==> src/rtl/div_sequencer_pkg.sv <==
// rtl/div_sequencer_pkg.sv - shared opcodes, DIV sequencer state encodings and width default
package div_sequencer_pkg;

    localparam int DEFAULT_WIDTH = 32;

    localparam logic [5:0] R_Type = 6'h00;
    localparam logic [5:0] ADDI   = 6'h08;
    localparam logic [5:0] ORI    = 6'h0d;
    localparam logic [5:0] MOV    = 6'h41;
    localparam logic [5:0] DIV    = 6'h42;

    localparam logic [1:0] IDLE = 2'd0;
    localparam logic [1:0] RUN  = 2'd1;
    localparam logic [1:0] DONE = 2'd2;

endpackage

==> src/rtl/div_step.sv <==
// rtl/div_step.sv - one restoring shift-subtract iteration, combinational
module div_step #(
    parameter int WIDTH = 32
) (
    input  logic [WIDTH:0]   rIn,
    input  logic [WIDTH-1:0] qIn,
    input  logic [WIDTH-1:0] dIn,
    output logic [WIDTH:0]   rOut,
    output logic [WIDTH-1:0] qOut
);

    // One extra bit keeps the whole shifted remainder in the subtraction so its MSB is the borrow.
    logic [WIDTH+1:0] trial;
    logic             negative;

    assign trial    = {rIn, qIn[WIDTH-1]} - {2'b00, dIn};
    assign negative = trial[WIDTH+1];

    always_comb begin
        rOut = trial[WIDTH:0];
        qOut = {qIn[WIDTH-2:0], 1'b1};
        if (negative) begin
            rOut = {rIn[WIDTH-1:0], qIn[WIDTH-1]};
            qOut = {qIn[WIDTH-2:0], 1'b0};
        end
    end

endmodule

==> src/rtl/div_sequencer.sv <==
// rtl/div_sequencer.sv - multi-cycle unsigned DIV sequencer with fetch stall and write-back strobe
module div_sequencer
    import div_sequencer_pkg::*;
#(
    parameter int WIDTH = DEFAULT_WIDTH
) (
    input  logic             clk,
    input  logic             reset,
    input  logic [5:0]       OP,
    input  logic             InstrValid,
    input  logic [WIDTH-1:0] Dividend,
    input  logic [WIDTH-1:0] Divisor,
    output logic [WIDTH-1:0] Quotient,
    output logic [WIDTH-1:0] Remainder,
    output logic             Stall,
    output logic             Done,
    output logic             WriteEn,
    output logic             DivByZero
);

    localparam int CNT_W = $clog2(WIDTH + 1);

    logic [1:0]       state;
    logic [WIDTH-1:0] q;
    logic [WIDTH-1:0] d;
    logic [WIDTH:0]   r;
    logic [CNT_W-1:0] count;
    logic [WIDTH:0]   stepR;
    logic [WIDTH-1:0] stepQ;
    logic             start;

    div_step #(.WIDTH(WIDTH)) uStep (
        .rIn  (r),
        .qIn  (q),
        .dIn  (d),
        .rOut (stepR),
        .qOut (stepQ)
    );

    assign start   = (state == IDLE) && InstrValid && (OP == DIV);
    assign Stall   = reset && (start || (state == RUN));
    assign Done    = (state == DONE);
    assign WriteEn = Done;

    always_ff @(posedge clk) begin
        if (!reset) begin
            state     <= IDLE;
            q         <= '0;
            d         <= '0;
            r         <= '0;
            count     <= '0;
            Quotient  <= '0;
            Remainder <= '0;
            DivByZero <= 1'b0;
        end else begin
            case (state)
                IDLE: begin
                    if (start) begin
                        if (Divisor == '0) begin
                            state     <= DONE;
                            Quotient  <= '1;
                            Remainder <= Dividend;
                            DivByZero <= 1'b1;
                        end else begin
                            state     <= RUN;
                            q         <= Dividend;
                            d         <= Divisor;
                            r         <= '0;
                            count     <= CNT_W'(WIDTH);
                            DivByZero <= 1'b0;
                        end
                    end
                end
                RUN: begin
                    q     <= stepQ;
                    r     <= stepR;
                    count <= count - 1'b1;
                    // The final iteration's result goes straight into the output registers.
                    if (count == CNT_W'(1)) begin
                        state     <= DONE;
                        Quotient  <= stepQ;
                        Remainder <= stepR[WIDTH-1:0];
                    end
                end
                DONE:    state <= IDLE;
                default: state <= IDLE;
            endcase
        end
    end

endmodule

==> config.mk <==
export PLATFORM = sky130hd
export DESIGN_NAME = div_sequencer
export DESIGN_NICKNAME = d
export VERILOG_FILES = /design/src/rtl/div_sequencer_pkg.sv /design/src/rtl/div_step.sv /design/src/rtl/div_sequencer.sv
export SDC_FILE = /design/constraint.sdc
export NUM_CORES = 1
export LEC_CHECK = 0
export ABC_AREA = 1
export CAP_MARGIN = 20
export CORE_ASPECT_RATIO = 0.75
export CORE_MARGIN = 1.5
export CORE_UTILIZATION = 45
export DETAILED_ROUTE_END_ITERATION = 12
export PLACE_DENSITY = 0.75
export SLEW_MARGIN = 30
export SYNTH_ARGS = -nofsm -noshare
export SYNTH_HDL_FRONTEND = slang
export SYNTH_SLANG_ARGS = --single-unit
==> constraint.sdc <==
create_clock -name clk -period 2.6 [get_ports clk]
set_input_delay 0.65 -clock clk [delete_from_list [all_inputs] [get_ports clk]]
set_output_delay 0.65 -clock clk [all_outputs]
set_load 0.01 [all_outputs]
==> results of run 1 <==
[area by class of cell]
class | count | area, um2 | share of cell area
clock buffers | 18 | 429 | 0.0332
flip-flops and latches | 170 | 3400 | 0.263
repair buffers | 195 | 1930 | 0.150
inverters | 289 | 1080 | 0.0839
clock inverters | 14 | 161 | 0.0125
well taps | 294 | 368 | 0.0284
multi-input cells | 1101 | 5550 | 0.429
[power by group through the flow]
stage               Sequential, mW  Combinational [mW]  Clock [mW]
floorplan                     2.68               0.476           0
global placement              2.68               0.731           0
detailed placement            2.68               0.737           0
CTS                           2.62               0.743        2.63
global route                  2.62               0.845        2.75
finish                        2.62               0.778        2.60
[path summary, 6_finish.rpt]
check / startpoint / endpoint / slack [ps] / depth (start not counted)
worst max-delay path: r[15]$_SDFFE_PN0P_ / r[12]$_SDFFE_PN0P_ / 120 / 15
worst min-delay path: DivByZero$_SDFFE_PN0P_ / DivByZero$_SDFFE_PN0P_ / 460 / 1
worst max register to register: r[15]$_SDFFE_PN0P_ / r[12]$_SDFFE_PN0P_ / 120 / 15
worst min register to register: DivByZero$_SDFFE_PN0P_ / DivByZero$_SDFFE_PN0P_ / 460 / 1
[stage by stage]
step / TNS [ps] / total power, mW
finish: 0 / 6.00
detailed placement: -18490 / 3.42
global route: -8.53 / 6.22
floorplan: 0 / 3.16
global placement: -11470 / 3.41
CTS: 0 / 6.00
[repair_timing]
action                                  in CTS  in global routing
resized for setup                            2                 17
pin swaps                                    1                  6
gates cloned                                 0                  1
endpoints found under the hold margin        0                  0
buffers inserted                             0                  0
endpoints found under the setup margin       1                 37
[Yosys cell counts, drive strengths merged]
| cell | n | area [um2] |
|---|---|---|
| o211ai | 2 | 15.0 |
| nand4 | 47 | 294 |
| xor2 | 10 | 87.6 |
| ha | 34 | 425 |
| dfxtp | 170 | 3400 |
| o21a | 3 | 22.5 |
| fa | 1 | 20.0 |
| nor4 | 8 | 50.1 |
| inv | 289 | 1080 |
| nand3 | 138 | 833 |
| o21ai | 128 | 644 |
| o21bai | 4 | 33.8 |
| xnor2 | 5 | 43.8 |
| or2 | 3 | 18.8 |
| a21oi | 120 | 612 |
| clkbuf | 32 | 120 |
| a21o | 1 | 7.51 |
| nand2 | 413 | 1600 |
| buf | 43 | 293 |
| and2 | 2 | 12.5 |
| nor3 | 4 | 25.0 |
| nor2 | 173 | 674 |
| nand3b | 3 | 22.5 |
| a21boi | 1 | 7.51 |
[worst register-to-register path, stage by stage (launching register included)]
cell and delay [ps]:
dfxtp_1 450, ha_1 340, nand2_2 130, inv_1 50
nand2_1 60, nand2_1 80, o21bai_2 210, inv_2 60
nand2_2 80, nand2_4 90, nand3_4 210, buf_12 240
nand4_1 150, nand3_1 110, nand2_1 70, inv_1 40
[metal layers]
layer  GRT usage  wire length (um)  vias up  share of wire
li1            -                 -     5435              -
met1       0.370             15000     4829           0.48
met2       0.412             13500      331           0.43
met3      0.0459              1990       51          0.064
met4      0.0966               756        0          0.024
met5           0                 0        -              0
[cell families after synthesis]
family	after synthesis
buffers and inverters	364
XOR/XNOR	15
flip-flops	170
adder cells (fa/ha/maj)	35
AND/OR/NAND/NOR	791
AO/OA/AOI/OAI	259
[state kept, by name (all words and copies together) (netlist names)]
signal,count
r,33
Quotient,32
Remainder,32
d,32
q,32
count,6
state,2
DivByZero,1
==> results.cfg, run 1 <==
[pwr]
switchingPower_mw = 1.66
clkPwrFrac = 0.433
irDropWorstVdd_mv = 0.408
cellPowerDensity_nw_per_um2 = 464
p_int_mw = 4.34
leakage_nw = 6.30
seqPwrFrac = 0.437
pwr-share-comb = 0.130
switching_share = 0.276

[sta]
tightest_slew_ps = 931
worst_slack_ps = 124
fin_worst_skew_ps = 8.72
whs_ps = 463
maxSlewHeadroom = 0.379
rsz0062_at_grt = yes
slew_viol_final = 0
setup_violations = 0
timing.final.hold_violations = 0
fin_crit_ps = 2480
max_freq_mhz = 404
period_share = 0.952

[critical_path]
path_max_fanout = 17
worst_path_most_repeated_cell = nand2_1
cp-start-kind = flip-flop
cp.arrival_ps = 2820
path_cells = ha_1, nand2_2, inv_1, nand2_1, nand2_1, o21bai_2, inv_2, nand2_2, nand2_4, nand3_4, buf_12, nand4_1, nand3_1, nand2_1, inv_1
cp.required_ps = 2950
cp_top_family = simple AND/OR/NAND/NOR gates
end_kind = flip-flop
worst_path_max_delay_cell = dfxtp_1
critical_path_class = reg -> reg
worst-path-buf-inv = 4
critPathMaxStageDelay_ps = 450

[global_route]
grt_pass1_wl_um = 49800
grt_remaining_overflow = 0
grt_start_max_net_pins = 98
grt_pass1_vias = 9805
grt_usage = 0.266
antenna_found_initial = 0

[floorplan]
io_pins = 141
initial_core_util = 0.463
die_area_um2 = 23900
dieHeight_um = 134
core_area_um2 = 22300
dieWidth_um = 178
row_count = 47

[place]
place.gp.congestion = 0.929
port_buffers = 140
place_hpwl_um = 23400
dp.cells = 2048
place_ws_ps = -264
placed_cell_area_um2 = 12300

[layout]
diodes = 0
utilization = 0.579
drive_above_1_share = 0.0879
final_net_count = 1882
area_growth_pct = 24.9
nFillCells = 2152
fin_cells = 2081
final_common_cell = nand2_1
mostFrequentLayoutCells = nand2_1, inv_1, dfxtp_1
final_area_um2 = 12900

[synthesis]
synth_fa_ha_area_frac = 0.0430
yosysUniqueCellTypes = 41
ys_seq_area_frac = 0.329
syn_area_um2 = 10400
synth-simple-area-share = 0.341
yosys_warnings = 0
synth_compound_area_frac = 0.130
synth-xor-area-share = 0.0127
syn-mean-instance-area_um2 = 6.34
synth_top_family_by_area = simple AND/OR/NAND/NOR gates
syn_inst = 1634
synthesis.nets = 1742
synthMuxAreaShare = 0
ys_ff_latch = 170

[cts]
clkLatencyLatePin_ps = 450
cts_sinks = 170
cts_hold_buffers = 0
htree_levels = 4
clk_pin_slew_worst_paths_ps = 70
cts_root_buffer = clkbuf_16
tritoncts = done
cts_made_buffers = 17
cts_buffer_depth = 2

[routing]
via_count = 10646
vias_per_cell = 5.12
drtAntennaViolNets = 0
wl_per_cell_um = 15.0
route.detailed.drc = 0
wl_um = 31200
drt_iter0_drc = 960
dr.pass1.iters = 5

[flow_run]
maxCapViolations = 0

[hold_path]
hold_class = reg -> reg

[outcome]
outcome = complete, no violations
Power figures use the tool's default switching activity.
==> run 2, diff against run 1 <==
Settings changed: TNS_END_PERCENT set to 10.
==> run 2 against run 1 <==
  * Sequential share of layout area is essentially flat
  * Clock-buffer cell count unchanged
  * Via count hardly changed
  * Global-route usage is the same
  * Total power barely moved
  * Die area is the same
  * Clock power about the same
  * Largest power group unchanged
==> results.cfg, run 2 (synthesized netlist as in run 1, its figures left out) <==
[critical_path]
path_cells = clkdlybuf4s50_1, nor3_2, nand4_1, o21ai_2, inv_1, nor2_1, buf_2
critPathMaxStageDelay_ps = 410
end_kind = primary output
critical_path_class = in -> out
worst-path-buf-inv = 3
worst_path_max_delay_cell = clkdlybuf4s50_1
rrSetupSlack_ps = 140
cp-start-kind = primary input
cp_top_family = buffers and inverters
path_max_fanout = 2
cp.required_ps = 1950
cp.arrival_ps = 1810

[routing]
dr.pass1.iters = 8
vias_per_cell = 5.11
drtAntennaViolNets = 0
wl_um = 31200
drt_iter0_drc = 914
route.detailed.drc = 0
wl_per_cell_um = 15.0
via_count = 10643

[layout]
diodes = 0
drive_above_1_share = 0.0879
final_area_um2 = 12900
final_common_cell = nand2_1
utilization = 0.578
largest_register_ffs = 33
area_growth_pct = 24.6
top_register = r
final_net_count = 1882
nFillCells = 2154
mostFrequentLayoutCells = nand2_1, inv_1, dfxtp_1

[sta]
maxSlewHeadroom = 0.370
whs_ps = 463
fin_worst_skew_ps = 8.61
tightest_slew_ps = 945
setup_violations = 0
slew_viol_final = 0
max_freq_mhz = 406
period_share = 0.947
timing.final.hold_violations = 0
finalSetupTns_ps = 0
fin_crit_ps = 2460
rsz0062_at_grt = yes

[global_route]
antenna_found_initial = 0
grt_usage = 0.266
grt_pass1_vias = 9805
grt_start_max_net_pins = 98
grt_remaining_overflow = 0
grt_pass1_wl_um = 49800

[floorplan]
core_area_um2 = 22300
row_count = 47
initial_core_util = 0.463
dieHeight_um = 134
dieWidth_um = 178
io_pins = 141
die_area_um2 = 23900

[place]
place.gp.congestion = 0.929
port_buffers = 140
place_hpwl_um = 23400
placed_cell_area_um2 = 12300

[cts]
clkLatencyLatePin_ps = 450
cts_sinks = 170
cts_made_buffers = 17
cts_buffer_depth = 2
htree_levels = 4
tritoncts = done
cts_root_buffer = clkbuf_16
clk_pin_slew_worst_paths_ps = 70

[pwr]
leakage_nw = 6.28
irDropWorstVdd_mv = 0.404
cellPowerDensity_nw_per_um2 = 464
total_power_mw = 5.99

[flow_run]
maxCapViolations = 0

[hold_path]
hold_class = reg -> reg

[outcome]
outcome = complete, no violations
==> run 2: changes by cell type in the layout (fill, tap and decap cells not counted), sizes merged <==
cell / delta
clkdlybuf4s50: +2
dlymetal6s2s: -2
==> run 2: where the power goes <==
part / switching, mW / internal, mW / total, mW
combinational: 0.483 / 0.290 / 0.774
sequential: 0.00765 / 2.62 / 2.62
clock: 1.16 / 1.44 / 2.60
==> run 2: through the flow <==
step / std cells / setup slack (ps)
final: 2081 / 137
after global placement: 2048 / -256
after detailed placement: 2048 / -264
after CTS: 2080 / 2.79
after floorplan: 1634 / 589
after global routing: 2081 / -17.8
==> run 2: worst reg2reg max path: stages, from the launching register on <==
cell and delay, ps:
dfxtp_1 450, ha_1 340, nand2_2 130, inv_1 50
nand2_1 60, nand2_1 80, o21bai_2 210, inv_2 60
nand2_2 80, nand2_4 90, nand2_4 60, nand2_4 190
buf_12 180, nand4_1 150, nand3_1 170, nand2_1 60
inv_1 60
==> run 2: final timing paths <==
kind	start	to	cells after the start
min	Quotient[15]$_SDFFE_PN0P_	Quotient[15]$_SDFFE_PN0P_	2
max	OP[4]	Stall	7
max reg2reg	r[15]$_SDFFE_PN0P_	r[12]$_SDFFE_PN0P_	16
min reg2reg	Quotient[15]$_SDFFE_PN0P_	Quotient[15]$_SDFFE_PN0P_	2
==> run 2: final cells by class <==
cell class / count / area [um2] / share of cell area
Sequential cell: 170 / 3400 / 0.264
Clock buffer: 18 / 429 / 0.0333
Clock inverter: 14 / 161 / 0.0125
Inverter: 289 / 1080 / 0.0841
Tap cell: 294 / 368 / 0.0285
Multi-Input combinational cell: 1101 / 5530 / 0.428
Timing Repair Buffer: 195 / 1930 / 0.149
==> run 2: per-layer routing <==
metal,share of wire,track usage,routed length (um)
met1,0.47,0.370,14800
met2,0.44,0.412,13600
met3,0.066,0.0459,2060
met4,0.023,0.0966,701
met5,0,0,0
==> run 2: repair_timing <==
| item | in CTS | in global routing |
|---|---|---|
| setup buffers | 0 | 0 |
| cloned | 0 | 1 |
| setup endpoints to repair | 1 | 37 |
| resized for setup | 2 | 14 |
| pin swaps | 1 | 5 |
| hold buffers | 0 | 0 |
==> run 3, diff against run 2 <==
Settings changed: PLACE_DENSITY 0.75 to 0.67, SYNTH_HIERARCHICAL set to 1.
==> run 3 against run 2 <==
  * Critical path depth grew 11
  * Worst hold slack lost 19 ps
  * Non-clock buffer count grew 109
  * Largest power group is now clock
  * Largest cell class unchanged
  * Sequential share of layout area shrank 3.5 points
  * Clock power grew 4%
  * Highest routed layer unchanged
==> results.cfg, run 3 <==
[pwr]
cellPowerDensity_nw_per_um2 = 418
leakage_nw = 7.03
irDropWorstVdd_mv = 0.478
total_power_mw = 6.24

[routing]
drt_iter0_drc = 932
route.detailed.drc = 0
wl_um = 34200
dr.pass1.iters = 5
via_count = 11691
drtAntennaViolNets = 0
wl_per_cell_um = 14.2
vias_per_cell = 4.85

[sta]
rsz0062_at_grt = yes
period_share = 0.989
setup_violations = 0
tightest_slew_ps = 705
slew_viol_final = 0
max_freq_mhz = 389
fin_crit_ps = 2570
fin_worst_skew_ps = 8.83
timing.final.hold_violations = 0
maxSlewHeadroom = 0.530

[global_route]
grt_usage = 0.259
grt_remaining_overflow = 0
grt_pass1_vias = 10426
grt_start_max_net_pins = 171
grt_pass1_wl_um = 53500
antenna_found_initial = 0

[critical_path]
worst_path_most_repeated_cell = nand2_2
path_max_fanout = 5
critical_path_class = reg -> reg
end_kind = flip-flop
worst_path_max_delay_cell = dfxtp_2
cp_top_family = simple AND/OR/NAND/NOR gates
critPathMaxStageDelay_ps = 330
cp-start-kind = flip-flop
worst-path-buf-inv = 4
cp.arrival_ps = 2950
path_cells = inv_2, ha_4, nand2_4, nor3_4, nand2_2, nor3_4, nand2_4, buf_6, nand3_4, buf_12, nand3_1, nand2_1, nand2_2, nand2_2, inv_2, nand3_2, nand2_1, nor2_1
cp.required_ps = 2980

[layout]
utilization = 0.615
diodes = 0
final_common_cell = nand2_1
final_net_count = 2174
mostFrequentLayoutCells = nand2_1, inv_1, nor2_1
area_growth_pct = 32.7
top_register = r
drive_above_1_share = 0.165
nFillCells = 2334
largest_register_ffs = 33

[synthesis]
synth.most_common_cell = nand2_1
yosys_warnings = 6
synthesis.nets = 1974
syn-mean-instance-area_um2 = 6.03
synth-simple-area-share = 0.370
synth_compound_area_frac = 0.103
synth_fa_ha_area_frac = 0.0396
synth_area_leader_cell = dfxtp_1
synthTopCellsByCount = nand2_1, inv_1, nor2_1
ys_ff_latch = 170
synth-xor-area-share = 0.0132
ys_seq_area_frac = 0.303
synthTopCellsByArea = dfxtp_1, nand2_1, inv_1, nand3_1, a21oi_1
synthMuxAreaShare = 0
syn_area_um2 = 11200
syn_inst = 1866
synth_flop_cell = dfxtp_1
synth_top_family_by_area = simple AND/OR/NAND/NOR gates
synth-edff-count = 0
synthArstFlopShare = 0
synth.top_cell.area_share = 0.303
yosysUniqueCellTypes = 33

[outcome]
outcome = complete, no violations

[place]
place_hpwl_um = 24900
place.gp.congestion = 0.933
port_buffers = 140

[floorplan]
dieWidth_um = 186
io_pins = 141
die_area_um2 = 26000
core_area_um2 = 24300
dieHeight_um = 140
row_count = 49
initial_core_util = 0.463

[cts]
cts_hold_buffers = 0
htree_levels = 4
cts_made_buffers = 17
tritoncts = done
cts_root_buffer = clkbuf_16
cts_sinks = 170
clkLatencyLatePin_ps = 440
clk_pin_slew_worst_paths_ps = 70
cts_buffer_depth = 2

[hold_path]
hold_class = reg -> reg

[flow_run]
maxCapViolations = 0
-- run 3: cell count changes after synthesis, moves of 9 or more --
cell,change
nand4_1,-41
nor2_1,+29
o21ai_0,-54
a21oi_1,+38
buf_4,+41
clkbuf_1,-12
nand3_2,-10
nand3_1,+72
buf_2,+9
inv_1,+21
nand2_1,+134
-- run 3: final cells by class --
class | count | area [um2] | share of cell area
flip-flops and latches | 170 | 3420 | 0.229
clock inverters | 10 | 139 | 0.00930
well taps | 331 | 414 | 0.0277
repair buffers | 304 | 2880 | 0.193
clock buffers | 22 | 474 | 0.0318
inverters | 313 | 1180 | 0.0789
multi-input cells | 1260 | 6420 | 0.430
-- run 3: kinds of logic (layout without fill, tap and decap cells) --
group	count (synthesis)	after routing
AO/OA/AOI/OAI	229	229
AND/OR/NAND/NOR	979	979
flip-flops	170	170
XOR/XNOR	17	17
buffers and inverters	436	649
adder cells (fa/ha/maj)	35	35
-- run 3: per-stage QoR --
stage / std cells / area (um2) / TNS, ps / hold slack (ps) / setup WS [ps]
after floorplan: 1866 / 11200 / 0 / 455 / 329
after global placement: 2367 / 13700 / -149 / 434 / -133
after detailed placement: 2367 / 13700 / -248 / 435 / -180
after CTS: 2399 / 14300 / -0.960 / 446 / -0.960
after global routing: 2410 / 14900 / -3600 / 457 / -132
final: 2410 / 14900 / 0 / 444 / 29.5
-- run 3: final timing paths --
kind / from / endpoint / slack, ps / depth (start not counted)
setup / recovery: d[30]$_SDFFE_PN0P_ / Remainder[10]$_SDFFE_PN0P_ / 30 / 18
hold / removal: Quotient[22]$_SDFFE_PN0P_ / Quotient[22]$_SDFFE_PN0P_ / 440 / 2
setup reg to reg: d[30]$_SDFFE_PN0P_ / Remainder[10]$_SDFFE_PN0P_ / 30 / 18
hold reg to reg: Quotient[22]$_SDFFE_PN0P_ / Quotient[22]$_SDFFE_PN0P_ / 440 / 2
-- run 3: report_power, final --
| group | total [mW] | switching (mW) | internal [mW] |
|---|---|---|---|
| Sequential | 2.63 | 0.00832 | 2.62 |
| Combinational | 0.915 | 0.529 | 0.385 |
| Clock | 2.70 | 1.11 | 1.59 |
-- run 3: tightest hold or removal path, cell delays in order, from the launching register on --
cell and delay (ps):
dfxtp_1 310, inv_1 40, a21oi_1 50
-- run 3: metal layers --
layer  wire (um)  part of all wire  global-route usage
met5           0                 0                   0
met1       16500              0.48               0.370
met4         545             0.016              0.0658
met3        2250             0.066              0.0468
met2       14900              0.43               0.401
-- run 3: timing repair --
action | CTS | global route
cloned | 0 | 4
gates resized for setup | 4 | 106
pin swaps | 0 | 57
setup endpoints to repair | 17 | 59
setup buffers | 0 | 7
